## src/rtl/mem_wb_stage_pkg.sv

```systemverilog
// Shared core types for the MEM/WB stage: datapath widths, writeback source
// select and the load funct3 encodings.
package mem_wb_stage_pkg;

   localparam int XLEN           = 32;
   localparam int REG_ADDR_WIDTH = 5;

   typedef enum logic [1:0] {
      WB_ALU  = 2'd0,
      WB_LOAD = 2'd1,
      WB_PC4  = 2'd2
   } wb_sel_t;

   localparam logic [2:0] F3_LB  = 3'b000;
   localparam logic [2:0] F3_LH  = 3'b001;
   localparam logic [2:0] F3_LW  = 3'b010;
   localparam logic [2:0] F3_LBU = 3'b100;
   localparam logic [2:0] F3_LHU = 3'b101;

endpackage

```

## src/rtl/mem_wb_stage_if.sv

```systemverilog
// MEM-stage result bundle handed to the MEM/WB register; the MEM stage drives
// it through the master modport, the WB stage consumes it as slave.
interface mem_wb_stage_if;
   import mem_wb_stage_pkg::*;

   logic                      mem_valid;
   logic                      mem_reg_write;
   logic [REG_ADDR_WIDTH-1:0] mem_rd;
   wb_sel_t                   mem_wb_sel;
   logic [2:0]                mem_funct3;
   logic [XLEN-1:0]           mem_alu_result;
   logic [XLEN-1:0]           mem_pc_plus4;

   modport master (
      output mem_valid, mem_reg_write, mem_rd, mem_wb_sel,
             mem_funct3, mem_alu_result, mem_pc_plus4
   );

   modport slave (
      input  mem_valid, mem_reg_write, mem_rd, mem_wb_sel,
             mem_funct3, mem_alu_result, mem_pc_plus4
   );

endinterface

```

## src/rtl/mem_wb_stage_load_align.sv

```systemverilog
// Load data formatter: picks the byte/half/word at the address offset,
// sign- or zero-extends it, and flags halfword/word accesses that are misaligned.
module mem_wb_stage_load_align
   import mem_wb_stage_pkg::*;
(
   input  logic [2:0]      funct3,
   input  logic [1:0]      offset,
   input  logic [XLEN-1:0] word,
   output logic [XLEN-1:0] data,
   output logic            misaligned
);

   logic [7:0]  byte_sel;
   logic [15:0] half_sel;

   always_comb begin
      byte_sel   = word[{offset, 3'b000} +: 8];
      half_sel   = offset[1] ? word[31:16] : word[15:0];
      data       = '0;
      misaligned = 1'b0;
      case (funct3)
         F3_LB:  data = {{(XLEN-8){byte_sel[7]}}, byte_sel};
         F3_LBU: data = {{(XLEN-8){1'b0}}, byte_sel};
         F3_LH: begin
            data       = {{(XLEN-16){half_sel[15]}}, half_sel};
            misaligned = offset[0];
         end
         F3_LHU: begin
            data       = {{(XLEN-16){1'b0}}, half_sel};
            misaligned = offset[0];
         end
         F3_LW: begin
            data       = word;
            misaligned = (offset != 2'b00);
         end
         default: ;
      endcase
   end

endmodule

```

## src/rtl/mem_wb_stage.sv

```systemverilog
// MEM/WB pipeline register with writeback formatting: selects the regfile write
// value, gates the write enable, reports misaligned loads and counts retirements.
module mem_wb_stage
   import mem_wb_stage_pkg::*;
#(
   parameter int CNT_W = 64
)
(
   input  logic                      clk,
   input  logic                      reset,
   input  logic                      stall,
   input  logic                      flush,
   mem_wb_stage_if.slave             mem,
   input  logic [XLEN-1:0]           dmem_rdata,
   output logic [REG_ADDR_WIDTH-1:0] wb_rd,
   output logic [XLEN-1:0]           wb_write_data,
   output logic                      wb_wr_en,
   output logic                      wb_valid,
   output logic                      load_misaligned,
   output logic [CNT_W-1:0]          instret
);

   logic                      valid_q;
   logic                      reg_write_q;
   logic [REG_ADDR_WIDTH-1:0] rd_q;
   wb_sel_t                   wb_sel_q;
   logic [2:0]                funct3_q;
   logic [XLEN-1:0]           alu_q;
   logic [XLEN-1:0]           pc4_q;
   logic [XLEN-1:0]           hold_q;
   logic                      first_q;
   logic [CNT_W-1:0]          instret_q;

   logic [XLEN-1:0]           load_word;
   logic [XLEN-1:0]           load_data;
   logic                      align_mis;
   logic                      misaligned;
   logic                      retire;

   // dmem data is only on the bus during the first WB cycle; afterwards the copy in hold_q is used
   assign load_word = first_q ? dmem_rdata : hold_q;

   mem_wb_stage_load_align u_align (
      .funct3     (funct3_q),
      .offset     (alu_q[1:0]),
      .word       (load_word),
      .data       (load_data),
      .misaligned (align_mis)
   );

   assign misaligned = (wb_sel_q == WB_LOAD) & align_mis;
   assign retire     = valid_q & ~stall & ~misaligned;

   always_ff @(posedge clk or posedge reset) begin
      if (reset) begin
         valid_q     <= 1'b0;
         reg_write_q <= 1'b0;
         rd_q        <= '0;
         wb_sel_q    <= WB_ALU;
         funct3_q    <= '0;
         alu_q       <= '0;
         pc4_q       <= '0;
         hold_q      <= '0;
         first_q     <= 1'b0;
         instret_q   <= '0;
      end else begin
         if (first_q) begin
            hold_q <= dmem_rdata;
         end
         // flush only discards the incoming slot; the held instruction still commits this cycle
         if (retire) begin
            instret_q <= instret_q + CNT_W'(1);
         end
         if (flush) begin
            valid_q <= 1'b0;
            first_q <= 1'b0;
         end else if (stall) begin
            first_q <= 1'b0;
         end else begin
            valid_q     <= mem.mem_valid;
            first_q     <= mem.mem_valid;
            reg_write_q <= mem.mem_reg_write;
            rd_q        <= mem.mem_rd;
            wb_sel_q    <= mem.mem_wb_sel;
            funct3_q    <= mem.mem_funct3;
            alu_q       <= mem.mem_alu_result;
            pc4_q       <= mem.mem_pc_plus4;
         end
      end
   end

   always_comb begin
      wb_write_data = '0;
      if (valid_q) begin
         case (wb_sel_q)
            WB_ALU:  wb_write_data = alu_q;
            WB_LOAD: wb_write_data = load_data;
            WB_PC4:  wb_write_data = pc4_q;
            default: wb_write_data = '0;
         endcase
      end
   end

   assign wb_rd           = rd_q;
   assign wb_valid        = valid_q;
   assign wb_wr_en        = valid_q & reg_write_q & (rd_q != '0) & ~misaligned & ~stall;
   assign load_misaligned = valid_q & misaligned;
   assign instret         = instret_q;

endmodule

```

## src/flat_wrapper.sv

```systemverilog
// flat-port wrapper written by rule: the top's interface ports become plain ports
module mem_wb_stage_flat import mem_wb_stage_pkg::*;
#(
   parameter int CNT_W = 64
)
  (clk, reset, stall, flush, dmem_rdata, wb_rd, wb_write_data, wb_wr_en, wb_valid, load_misaligned, instret, mem_mem_valid, mem_mem_reg_write, mem_mem_rd, mem_mem_wb_sel, mem_mem_funct3, mem_mem_alu_result, mem_mem_pc_plus4);
  mem_wb_stage_if mem_i ();
  input  logic clk;
  input  logic reset;
  input  logic stall;
  input  logic flush;
  input  logic [XLEN-1:0] dmem_rdata;
  output logic [REG_ADDR_WIDTH-1:0] wb_rd;
  output logic [XLEN-1:0] wb_write_data;
  output logic wb_wr_en;
  output logic wb_valid;
  output logic load_misaligned;
  output logic [CNT_W-1:0] instret;
  input wire logic [$bits(mem_i.mem_valid)-1:0] mem_mem_valid;
  input wire logic [$bits(mem_i.mem_reg_write)-1:0] mem_mem_reg_write;
  input wire logic [$bits(mem_i.mem_rd)-1:0] mem_mem_rd;
  input wire logic [$bits(mem_i.mem_wb_sel)-1:0] mem_mem_wb_sel;
  input wire logic [$bits(mem_i.mem_funct3)-1:0] mem_mem_funct3;
  input wire logic [$bits(mem_i.mem_alu_result)-1:0] mem_mem_alu_result;
  input wire logic [$bits(mem_i.mem_pc_plus4)-1:0] mem_mem_pc_plus4;
  assign mem_i.mem_valid = mem_mem_valid;
  assign mem_i.mem_reg_write = mem_mem_reg_write;
  assign mem_i.mem_rd = mem_mem_rd;
  assign mem_i.mem_wb_sel = mem_mem_wb_sel;
  assign mem_i.mem_funct3 = mem_mem_funct3;
  assign mem_i.mem_alu_result = mem_mem_alu_result;
  assign mem_i.mem_pc_plus4 = mem_mem_pc_plus4;
  mem_wb_stage #(.CNT_W(CNT_W)) u_core (.clk(clk), .reset(reset), .stall(stall), .flush(flush), .mem(mem_i), .dmem_rdata(dmem_rdata), .wb_rd(wb_rd), .wb_write_data(wb_write_data), .wb_wr_en(wb_wr_en), .wb_valid(wb_valid), .load_misaligned(load_misaligned), .instret(instret));
endmodule
```

## config.mk

```make
export PLATFORM = sky130hd
export DESIGN_NAME = mem_wb_stage_flat
export DESIGN_NICKNAME = d
export VERILOG_FILES = /design/src/rtl/mem_wb_stage_pkg.sv /design/src/rtl/mem_wb_stage_if.sv /design/src/rtl/mem_wb_stage_load_align.sv /design/src/rtl/mem_wb_stage.sv /design/src/flat_wrapper.sv
export SDC_FILE = /design/constraint.sdc
export NUM_CORES = 1
export LEC_CHECK = 0
export ABC_AREA = 1
export CAP_MARGIN = 40
export CORE_MARGIN = 4
export CORE_UTILIZATION = 51
export DETAILED_ROUTE_END_ITERATION = 8
export GPL_TIMING_DRIVEN = 0
export HOLD_SLACK_MARGIN = 0.06
export PLACE_DENSITY = 0.81
export SYNTH_ARGS = -nofsm -noshare
export SYNTH_HDL_FRONTEND = slang
export SYNTH_SLANG_ARGS = --single-unit
```

## constraint.sdc

```tcl
create_clock -name clk -period 6.7 [get_ports clk]
set_input_delay 1.005 -clock clk [delete_from_list [all_inputs] [get_ports clk]]
set_output_delay 1.005 -clock clk [all_outputs]
set_load 0.02 [all_outputs]
```

==> run metrics <==
hold wc startpoint=u_core.hold_q[4]; Min-Delay Path Depth=2; Unique masters post-synth=35; Worst Skew=9.15 ps; path depth of the worst reg2reg path=10; CTS sink cnt=173; number of flops mapped to enable cells by yosys=0; total number of vias=9944; crit path launch type=input pin; worst hold endpoint=u_core.hold_q[4]; clk_lat worst skew=430 ps; final wirelength=31300 um; VDD IR max=0.000191 V; Post-layout nets=1738; die area=21400 um^2; Tmin final=4340 ps; setup slack, reg-to-reg=4650 ps; Synth Flop Type=dfrtp_1; Setup WS pre-CTS=2390 ps; first-pass GRT wire length=49700 um; post-synthesis adder-cell area fraction=less than 1%; top-area cell type share of the netlist area=44.5%; fin crit share=64.8%; vias per cell=about 5.3; largest net degree at the start of global routing=roughly 120; synthesized flop and latch total=173; grt total ovfl=0; Worst EP arrival=3340 ps; clock tree buffer depth=2; top cell type by total area after synthesis=dfrtp_1; number of hold buffers added after cts=0; worst endpoint required time=5690 ps; async set-reset flop share out of synthesis=100%; total CTS buffers=17; Yosys Warn Count=0; Hold Vio Cnt, Final=0; Synth Area in Simple Gates=33.7%; Reg2Reg Capture Point=u_core.instret[44]; Slew headroom=57.2%; syn avg cell area=7.00 um^2; Post-Synthesis Cell Area=around 9700 um^2; CTS tree=done; # resized after CTS=0; worst slew pin tran=636 ps; initial antenna violation count=5; diode count=0; CTS HTree Levels=4; Net Count, Synth=1503; routed length per instance=16.7 um; tightest hold margin=between 400 and 500 ps; row count=50; layout cell share with drive strength beyond 1=5.50%; drt pass-1 iters=6; synth top area cells=dfrtp_1 44%, nand2_1 21%, inv_1 6.7%, o21ai_0 4.6%, nor2_1 4.6%; Max Slew Vio Count=0; gpl congestion=approximately 0.95; crit end category=primary output; Hold Path Class=register to register; IO buf count=~220; All-Layer GR Usage=roughly 29%; Iteration-0 DRC Markers=802; I/O pins=216; pwr dens=236 nW/um^2; Max Clk Rate=230 MHz; kind of critical path=input pin to primary output; CP max FO=10; Initial Util=approximately half; Post-DP HPWL=24000 um; Setup-failing EPs final=0; setup TNS=0 ps; area delta synth->final=31.7%; fillcell total=between 1500 and 2000; Die X=146 um; DRC Markers=0; XOR/XNOR Fraction of Synth Area=around 3.0%; status=completed; Post-CTS Setup Repair Bufs=0; worst r2r src=u_core.instret[0]; compound-cell area share of the yosys netlist=9.16%; DIE HEIGHT=approximately 150 um; vias in the first global route=9711; Core Area=around 19000 um^2; leakage power=just under 6 nW; final setup margin=2360 ps; Root Driver=clkbuf_16; Max Cap Viol=0; cells after synthesis=around 1400; sequential fraction of the synthesis area=between 40% and 50%; CTS clk-pin slew, worst paths=70 ps; largest family of logic cells by synthesized area=simple AND/OR/NAND/NOR gates; RSZ-0062 raised after global routing=false; Routed Antenna Nets=0; mux cell area share after synthesis=0%
-- registers in the layout, summed over array words and instances (netlist names) --
| signal | count |
|---|---|
| u_core.wb_sel_q | 2 |
| u_core.instret | 64 |
| u_core.pc4_q | 32 |
| u_core.funct3_q | 3 |
| u_core.first_q | 1 |
| u_core.alu_q | 32 |
| u_core.reg_write_q | 1 |
| u_core.wb_rd | 5 |
| u_core.wb_valid | 1 |
| u_core.hold_q | 32 |
-- metal layers --
layer / GRT usage, % / vias to the layer above / routed length (um)
li1: - / 4799 / -
met4: 12.6 / 10 / 1260
met3: 6.02 / 89 / 2540
met1: 37.9 / 4599 / 12900
met2: 47.3 / 447 / 14600
met5: 0 / - / 58
-- critical path: stages --
cell and delay [ps]:
clkdlybuf4s50_1 460, nand2_1 80, nand2_2 130, nand2_1 60, nand2_1 50, inv_1 30
nand2_1 80, nand2_2 120, buf_4 190, nand2_1 60, nand2_1 40, a21oi_1 330
clkdlybuf4s50_1 680
-- how the worst max path moves through the flow --
stage	depth (start not counted)	end	slack (ps)	start
final	13	wb_write_data[30]	2360	dmem_rdata[15]
after global routing	13	wb_write_data[28]	2200	dmem_rdata[15]
after CTS	13	wb_write_data[30]	2370	dmem_rdata[15]
after detailed placement	13	wb_write_data[30]	2390	dmem_rdata[15]
after global placement	2	u_core.hold_q[5]	-1400	reset
after floorplan	1	u_core.alu_q[0]	1010	reset
-- synthesized netlist by cell type (7+ instances only) --
cell and n:
a21oi_1 32, o21ai_0 90, nand4_1 24, inv_1 175
nand3_1 63, nor2_2 12, dfrtp_1 173, nor2_1 119
xnor2_1 17, nand2_2 11, inv_2 7, nand2_1 535
xor2_1 15, buf_1 8, clkbuf_1 26, o22ai_1 32
-- area by class of cell --
type	instances	area (um^2)	area share [%]
Multi-Input combinational cell	987	4480	34.9
Sequential cell	173	4330	33.8
Timing Repair Buffer	216	2180	17.0
Inverter	182	691	5.39
Clock buffer	18	429	3.35
Tap cell	234	293	2.28
Buffer	48	244	1.90
Clock inverter	13	179	1.40
-- cell usage in the layout (no fill, tap or decap), types with 2 or more instances in the layout --
cell,netlist,layout
nand4_1,24,24
nor2_1,119,119
clkdlybuf4s50_1,0,215
dfrtp_1,173,173
nor3_1,5,5
buf_2,3,3
xor2_1,15,15
clkinvlp_4,0,2
nand2_2,11,11
xnor2_1,17,17
buf_1,8,8
o21ai_0,90,90
nand2_1,535,535
clkbuf_16,0,17
clkbuf_1,26,27
inv_6,0,6
nand3_1,63,63
nand3_2,2,2
nand3b_1,6,6
inv_2,7,7
o22ai_1,32,32
nor2_4,5,5
buf_4,6,6
buf_6,5,5
a21oi_1,32,32
nor3_4,2,2
bufinv_16,0,3
inv_1,175,174
a22oi_1,2,2
nor2_2,12,12
o21ai_1,6,6
-- stage by stage --
step | utilization, % | area (um^2) | power [W] | std cells
6_report | 68.3 | 12800 | 0.00303 | 1871
5_1_grt | 68.3 | 12800 | 0.00317 | 1871
4_1_cts | 68.3 | 12800 | 0.00303 | 1871
3_5_place_dp | 65.1 | 12200 | 0.00199 | 1840
3_3_place_gp | 64.9 | 12200 | 0.00197 | 1839
2_1_floorplan | - | 9730 | 0.00167 | 1390
-- cells by family (layout without fill, tap and decap cells) --
logic type               Yosys count  count (layout)
flip-flops                       173             173
AO/OA/AOI/OAI                    165             165
AND/OR/NAND/NOR                  788             788
adder cells (fa/ha/maj)            1               1
XOR/XNOR                          33              33
buffers and inverters            230             477
-- report_power, final --
group / leakage (nW) / switching (W) / internal (W)
sequential: 2.22 / 0.0000919 / 0.00117
clock: 0.291 / 0.000442 / 0.000595
combinational: 3.28 / 0.000443 / 0.000285
total: 5.79 / 0.000977 / 0.00205
Power figures use the tool's default switching activity.
